`config.mk`:
```
export PLATFORM = sky130hd
export DESIGN_NAME = gpi_debounce
export DESIGN_NICKNAME = d
export VERILOG_FILES = /design/src/rtl/gpi_debounce.sv
export SDC_FILE = /design/constraint.sdc
export NUM_CORES = 1
export LEC_CHECK = 0
export CAP_MARGIN = 20
export CORE_MARGIN = 2
export CORE_UTILIZATION = 38
export DETAILED_ROUTE_END_ITERATION = 10
export PLACE_DENSITY = 0.66
export SYNTH_ARGS = -nofsm -noshare
export SYNTH_HDL_FRONTEND = slang
export SYNTH_SLANG_ARGS = --single-unit
```
`constraint.sdc`:
```
create_clock -name clk_sys_i -period 4.07 [get_ports clk_sys_i]
set_input_delay 0.6105 -clock clk_sys_i [delete_from_list [all_inputs] [get_ports clk_sys_i]]
set_output_delay 0.6105 -clock clk_sys_i [all_outputs]
set_load 0.02 [all_outputs]
```
`src/rtl/gpi_debounce.sv`:
```
// -----------------------------------------------------------------------------
// gpi_debounce
//
// Input conditioning for the general-purpose input port. Each pad bit is
// brought into the clk_sys_i domain through its own synchroniser chain and
// then debounced by an independent stability counter. A new level is only
// accepted once the synchronised input has disagreed with the current output
// for DebounceCycles consecutive clock edges. Accepted changes produce
// single-cycle rise/fall pulses and a combined changed flag.
//
// Parameters:
//   GpiWidth       - number of input bits
//   SyncStages     - flops per synchroniser chain (2..4)
//   DebounceCycles - consecutive mismatching edges needed to accept a level (>= 1)
//   ResetValue     - reset level of the synchronisers and of gp_o
//
// Ports:
//   clk_sys_i   in   1         system clock
//   rst_sys_ni  in   1         asynchronous active-low reset
//   raw_i       in   GpiWidth  asynchronous pad inputs
//   gp_o        out  GpiWidth  debounced levels
//   rise_o      out  GpiWidth  one-cycle pulse when gp_o[b] goes 0->1
//   fall_o      out  GpiWidth  one-cycle pulse when gp_o[b] goes 1->0
//   changed_o   out  1         OR of all rise/fall pulses, same cycle
//
// All outputs come straight from flops; raw_i only feeds the first
// synchroniser stage.
// -----------------------------------------------------------------------------
module gpi_debounce #(
  parameter int unsigned         GpiWidth       = 8,
  parameter int unsigned         SyncStages     = 2,
  parameter int unsigned         DebounceCycles = 500_000,
  parameter logic [GpiWidth-1:0] ResetValue     = '0
) (
  input  logic                clk_sys_i,
  input  logic                rst_sys_ni,
  input  logic [GpiWidth-1:0] raw_i,
  output logic [GpiWidth-1:0] gp_o,
  output logic [GpiWidth-1:0] rise_o,
  output logic [GpiWidth-1:0] fall_o,
  output logic                changed_o
);

  // Counter only has to reach DebounceCycles-1; keep at least one bit so the
  // DebounceCycles == 1 case still has a legal (always-zero) counter.
  localparam int unsigned CntWidth =
    ($clog2(DebounceCycles) > 1) ? $clog2(DebounceCycles) : 1;

  localparam logic [CntWidth-1:0] CntMax  = CntWidth'(DebounceCycles - 1);
  localparam logic [CntWidth-1:0] CntZero = {CntWidth{1'b0}};
  localparam logic [CntWidth-1:0] CntOne  = CntWidth'(1);

  // Per-bit debounce state. STABLE: output agrees with the synchronised
  // input and the counter is zero. PENDING: a mismatch is being timed.
  typedef enum logic [0:0] {
    StStable  = 1'b0,
    StPending = 1'b1
  } deb_state_e;

  // ---------------------------------------------------------------------------
  // Synchroniser chains
  // ---------------------------------------------------------------------------
  logic [GpiWidth-1:0] sync_chain_q [SyncStages];
  logic [GpiWidth-1:0] sync_q;

  // Shift raw pad levels through the synchroniser chain.
  always_ff @(posedge clk_sys_i or negedge rst_sys_ni) begin
    if (!rst_sys_ni) begin
      for (int i = 0; i < int'(SyncStages); i++) begin
        sync_chain_q[i] <= ResetValue;
      end
    end else begin
      sync_chain_q[0] <= raw_i;
      for (int i = 1; i < int'(SyncStages); i++) begin
        sync_chain_q[i] <= sync_chain_q[i-1];
      end
    end
  end

  assign sync_q = sync_chain_q[SyncStages-1];

  // ---------------------------------------------------------------------------
  // Debounce state, counters and output registers
  // ---------------------------------------------------------------------------
  deb_state_e          state_q [GpiWidth];
  deb_state_e          state_d [GpiWidth];
  logic [CntWidth-1:0] cnt_q   [GpiWidth];
  logic [CntWidth-1:0] cnt_d   [GpiWidth];

  logic [GpiWidth-1:0] gp_q,   gp_d;
  logic [GpiWidth-1:0] rise_q, rise_d;
  logic [GpiWidth-1:0] fall_q, fall_d;
  logic                changed_q, changed_d;

  logic [GpiWidth-1:0] mismatch;

  assign mismatch = sync_q ^ gp_q;

  // Per-bit next-state: time mismatches, reject glitches, accept stable levels.
  always_comb begin
    gp_d   = gp_q;
    rise_d = {GpiWidth{1'b0}};
    fall_d = {GpiWidth{1'b0}};

    for (int b = 0; b < int'(GpiWidth); b++) begin
      state_d[b] = state_q[b];
      cnt_d[b]   = cnt_q[b];

      case (state_q[b])
        StStable: begin
          if (!mismatch[b]) begin
            state_d[b] = StStable;
            cnt_d[b]   = CntZero;
          end else if (CntMax == CntZero) begin
            // Single-cycle debounce: accept on the first mismatching edge.
            state_d[b] = StStable;
            cnt_d[b]   = CntZero;
            gp_d[b]    = sync_q[b];
            rise_d[b]  = sync_q[b];
            fall_d[b]  = ~sync_q[b];
          end else begin
            // Counter is zero in STABLE, so this is the first counted edge.
            state_d[b] = StPending;
            cnt_d[b]   = CntOne;
          end
        end

        StPending: begin
          if (!mismatch[b]) begin
            // Input returned to the old level before acceptance: drop it.
            state_d[b] = StStable;
            cnt_d[b]   = CntZero;
          end else if (cnt_q[b] == CntMax) begin
            state_d[b] = StStable;
            cnt_d[b]   = CntZero;
            gp_d[b]    = sync_q[b];
            rise_d[b]  = sync_q[b];
            fall_d[b]  = ~sync_q[b];
          end else begin
            state_d[b] = StPending;
            cnt_d[b]   = cnt_q[b] + CntOne;
          end
        end

        default: begin
          // Unreachable encoding: fall back to a clean STABLE state.
          state_d[b] = StStable;
          cnt_d[b]   = CntZero;
        end
      endcase
    end

    changed_d = |(rise_d | fall_d);
  end

  // Register per-bit debounce state and counters.
  always_ff @(posedge clk_sys_i or negedge rst_sys_ni) begin
    if (!rst_sys_ni) begin
      for (int b = 0; b < int'(GpiWidth); b++) begin
        state_q[b] <= StStable;
        cnt_q[b]   <= CntZero;
      end
    end else begin
      for (int b = 0; b < int'(GpiWidth); b++) begin
        state_q[b] <= state_d[b];
        cnt_q[b]   <= cnt_d[b];
      end
    end
  end

  // Register the debounced level and the edge pulses.
  always_ff @(posedge clk_sys_i or negedge rst_sys_ni) begin
    if (!rst_sys_ni) begin
      gp_q      <= ResetValue;
      rise_q    <= {GpiWidth{1'b0}};
      fall_q    <= {GpiWidth{1'b0}};
      changed_q <= 1'b0;
    end else begin
      gp_q      <= gp_d;
      rise_q    <= rise_d;
      fall_q    <= fall_d;
      changed_q <= changed_d;
    end
  end

  assign gp_o      = gp_q;
  assign rise_o    = rise_q;
  assign fall_o    = fall_q;
  assign changed_o = changed_q;

endmodule

```
# --- Word-level counts from Yosys, hierarchy flattened ---
# Cells that the tools add are included.
word_totals:
  regBits: 201
  inputBits: 10
  out_inout_bits: 25
  word_cells: 184
op_classes:
  n_addsub: 8
  n_eq_ne: 8
  muxes: 112
  n_bitwise: 18
  n_reduce_logical: 9
op_table:
  columns: ["operator", "n"]
  rows:
  - ["$mux 19", 16]
  - ["$pmux 19 s2", 8]
  - ["$add 19x1->19 const B", 8]
  - ["$eq 19x19->1 const B", 8]
  - ["$mux 1", 80]
  - ["$reduce_and 3->1", 8]
  - ["$not 1->1", 16]
  - ["$pmux 1 s2", 8]
  - ["$or 8x8->8", 1]
  - ["$reduce_or 8->1", 1]
  - ["$xor 8x8->8", 1]

# --- Depth between registers and ports, before layout ---
depth:
  ltp_word: 6
  depth_mapped: 8
  depth_no_buf: 6

# --- Worst setup path after synthesis ---
# OpenSTA, ideal clock, no wires.
synth_path:
  path_type: "reg-to-reg"
  from: "register cnt_q[57] in the netlist's numbering"
  to: "register gp_q[4] (netlist: gp_o[4])"
  setup_ns: 0.128
  arrival_time_ns: 1.657
  required_time_ns: 3.942
  setup_slack_ns: 2.285
  path_stages_with_launch: 6
  n_path_buf: 0
  period_less_slack_ns: 1.785
  path_cell_list: "dfrtp_1 ha_1 nand3_2 or4_4 nor3_4 mux2_1"
synth_between:
  elab_chain_cells: 2
synth_lines:
  columns: ["element", "line_no", "rtl"]
  rows:
  - ["start, declared", "87", "logic [CntWidth-1:0] cnt_q [GpiWidth];"]
  - ["start signal, assigned by index", "161", "cnt_q[b] <= CntZero;"]
  - ["start signal, assigned by index", "166", "cnt_q[b] <= cnt_d[b];"]
  - ["$eq 19x19->1", "133", "end else if (cnt_q[b] == CntMax) begin"]
  - ["$reduce_and 3->1 (no line)", null, null]
  - ["end signal, assigned", "174", "gp_q <= ResetValue;"]
  - ["end signal, assigned", "179", "gp_q <= gp_d;"]
  - ["end, declared", "90", "logic [GpiWidth-1:0] gp_q, gp_d;"]
# Every way passes these cells.
# A chain may end at the register's enable or synchronous reset.

# --- Worst setup path after layout ---
layout_path:
  from: "register gp_q[0] (netlist: gp_o[0])"
  to: "output port gp_o[0]"
layout_rtl:
  columns: ["element", "line_no", "rtl"]
  rows:
  - ["end, declared", "38", "output logic [GpiWidth-1:0] gp_o,"]
# No word-level cell between the ends.

==> flow_summary.yaml <==
global_route:
  grt_max_degree: 124
  antenna_found_initial: 0
  grt_overflow_total: 0
  grt_pass1_wl_microns: 28990
  grt_usage_pct: 13.44
  grt_pass1_vias: 5964
worst_setup_path:
  cp_slowest_stage_delay_ns: 0.64
  worstPathMaxFanout: 3
  cp-start-kind: "flop"
  reg2reg_slack_ns: 1.95
  r2r_cells: 5
  end_kind: "output pin"
  required_ns: 3.46
  path_cells: "clkdlybuf4s50_1"
  crit_buf_inv: 1
  r2r_start: "cnt_q[95]"
  critPathTopFamily: "buffers and inverters"
  worstPathArrival_ns: 1.58
  rr_endpoint: "cnt_q[110]"
  cp_slowest_cell: "clkdlybuf4s50_1"
  path_class: "reg -> out"
sta:
  min_period_ns: 2.188
  hold_viol_final: 0
  tns_ns: 0
  setup_violations: 0
  fmax_mhz: 457.0
  worst_pin_slew_ns: 1.004
  slew_headroom_pct: 33.07
  fin_skew_ns: 0.01079
  rsz0062_at_grt: "false"
  hold_ws_ns: 0.2268
  slew_violations: 0
  layout_worst_path_cycle_share_pct: 53.76
layout:
  area_delta_synth_final_pct: 16.06
  design_area_sq_um: 10650
  n_antenna_cell: 0
  layout.nets: 939
  fillers: 2192
  layout-drive-gt1-share_pct: 6.716
clock_tree:
  clk_path_buf_depth: 3
  post_cts_resized: 0
  cts.sinks: 201
  cts_setup_buffers: 0
  cts-root-buf: "clkbuf_16"
  h-tree-depth: 1
  cts_tree: "done"
  path_clk_slew_ns: 0.06
  cts_buffers: 23
  clkLatencyLatePin_ns: 0.51
  holdBufCountCts: 0
drt:
  wl_per_cell_microns: 13.14
  drt_first_pass_iters: 4
  vias: 6050
  drc: 0
  first_iter_violations: 285
  avgViaCountPerCell: 4.813
  drt-total-wl_microns: 16520
  antenna_left: 0
logic_synthesis:
  yosysTopAreaCell: "dfrtp_1"
  async_reset_ff_share_pct: 100.0
  yosysWarnings: 0
  synthDistinctLibCells: 47
  ys_ff_latch: 201
  synthFlopType: "dfrtp_1"
  synthCells: 878
  synth_area_sq_um: 9180
  synth_top_area_share_pct: 54.79
  avgSynthCellArea_sq_um: 10.46
  syn-num-nets: 896
  yosys-top-cells-area: "dfrtp_1, xor2_1, nor2_1"
  synth-edff-count: 0
  yosysSeqAreaShare_pct: 54.79
placement:
  gp_congestion: 0.7931
  portBuffers: 34
  placed_area_sq_um: 9813
  dp_hpwl_microns: 11030
floorplanning:
  coreArea_sq_um: 23610
  fp.dieW_microns: 159.4
  die_h_microns: 159.4
  ios: 35
  design.die.area_sq_um: 25420
  start_util_pct: 38.88
  row_count: 56
pwr:
  p_leak_uw: 0.004401
  powerDensity_nw_per_um2: 414.1
  irDropWorstVdd_v: 0.0002401
status:
  status: "completed"
min_path:
  hold_class: "in -> async"
job:
  cap_viol_max_count: 0
[cell type report]
class | instances | area, sq um | share of cell area (%)
Tap cell | 319 | 399.1 | 3.746
Inverter | 18 | 67.56 | 0.6342
Timing Repair Buffer | 36 | 371.6 | 3.488
Sequential cell | 201 | 5030 | 47.21
Multi-Input combinational cell | 641 | 3945 | 37.03
Clock inverter | 10 | 181.4 | 1.703
Clock buffer | 32 | 659.4 | 6.189
[layer usage]
metal	up-vias	part of all wire, %	GRT usage (%)
met5	-	0	0
met4	0	2.1	4.256
met3	25	3.5	2.344
met2	82	46	21.07
met1	2895	49	19.03
li1	3048	-	-
[power breakdown]
group	total (uW)	internal (uW)	switching, uW
logic	118	33.6	83.9
clock network	2250	1450	799
registers	2050	2020	23.5
[through the flow]
stage                     total power, uW  worst slack (ns)  utilization [%]  instances
after floorplan                      2145             2.286                -        878
after global placement               2203             1.984            41.56       1215
after detailed placement             2206             1.979            41.56       1215
after CTS                            4487             1.848            45.12       1257
after global routing                 4593             1.773            45.12       1257
final                                4412             1.882            45.12       1257
[cell usage in the layout, fill, tap and decap left out, drive strengths merged, types with 3 or more instances in the layout]
master | Yosys | routed
dfrtp | 201 | 201
nor2 | 180 | 180
xor2 | 80 | 80
xnor2 | 65 | 65
nand3 | 61 | 61
nand2 | 59 | 59
clkdlybuf4s50 | 0 | 33
clkbuf | 0 | 33
nand4 | 28 | 28
and3 | 25 | 25
nor3 | 23 | 23
nor4 | 21 | 21
inv | 18 | 19
and4 | 16 | 16
nor4b | 10 | 10
and2 | 9 | 9
or2 | 9 | 9
a21oi | 8 | 8
ha | 8 | 8
nand2b | 6 | 6
bufinv | 0 | 5
mux2 | 5 | 5
o22ai | 4 | 4
o21a | 3 | 3
a21o | 3 | 3
clkinv | 0 | 3
[worst register-to-register path: stages (launching register included)]
cell      delay [ns]
dfrtp_1         0.38
ha_1            0.22
nand4_1         0.21
nor3_2          0.46
nand2b_1        0.59
nor2_1          0.11
[Yosys cell counts, types with 2 or more instances]
cell type  number
a21o_1          3
a21oi_1         8
and2_1          9
and3_1         25
and4_1         16
and4b_1         2
buf_2           5
buf_4           9
buf_6           4
dfrtp_1       201
ha_1            8
inv_1          18
mux2_1          2
mux2_2          3
nand2_1        59
nand2b_1        6
nand3_1        60
nand3b_1        2
nand4_1        27
nor2_1        179
nor2b_1         2
nor3_1         19
nor3_2          3
nor3b_1         2
nor4_1         15
nor4_2          6
nor4b_1         7
nor4b_2         3
o21a_1          3
o21ai_0         2
o22ai_1         4
or2_1           8
xnor2_1        65
xor2_1         80
[cells by family (layout without fill, tap and decap cells)]
kind of cell    Yosys count  after routing  share of synthesized area, %
xor+xnor                145            145                         13.83
simple gates            461            461                         25.84
buf+inv                  36             96                         2.235
compound gates           22             22                         1.595
mux                       5              5                        0.6133
flops                   201            201                         54.79
fa+ha+maj                 8              8                         1.090
[flip-flops by register name (all words and copies together) (netlist names)]
name and count:
changed_o 1, sync_q 8, gp_o 8, cnt_q 152, fall_o 8, rise_o 8, sync_chain_q 8, state_q 8
[how the worst max path moves through the flow]
stage | endpoint | cells after the start | from | slack, ns
finish | gp_o[0] | 1 | gp_o[0] | 1.88
floorplan | gp_o[4] | 5 | cnt_q[57] | 2.29
CTS | gp_o[2] | 1 | gp_o[2] | 1.85
global placement | cnt_q[110] | 5 | cnt_q[95] | 1.98
detailed placement | cnt_q[105] | 5 | cnt_q[95] | 1.98
global route | cnt_q[111] | 5 | cnt_q[104] | 1.77
Note: power is estimated with default switching activity, not from simulation.
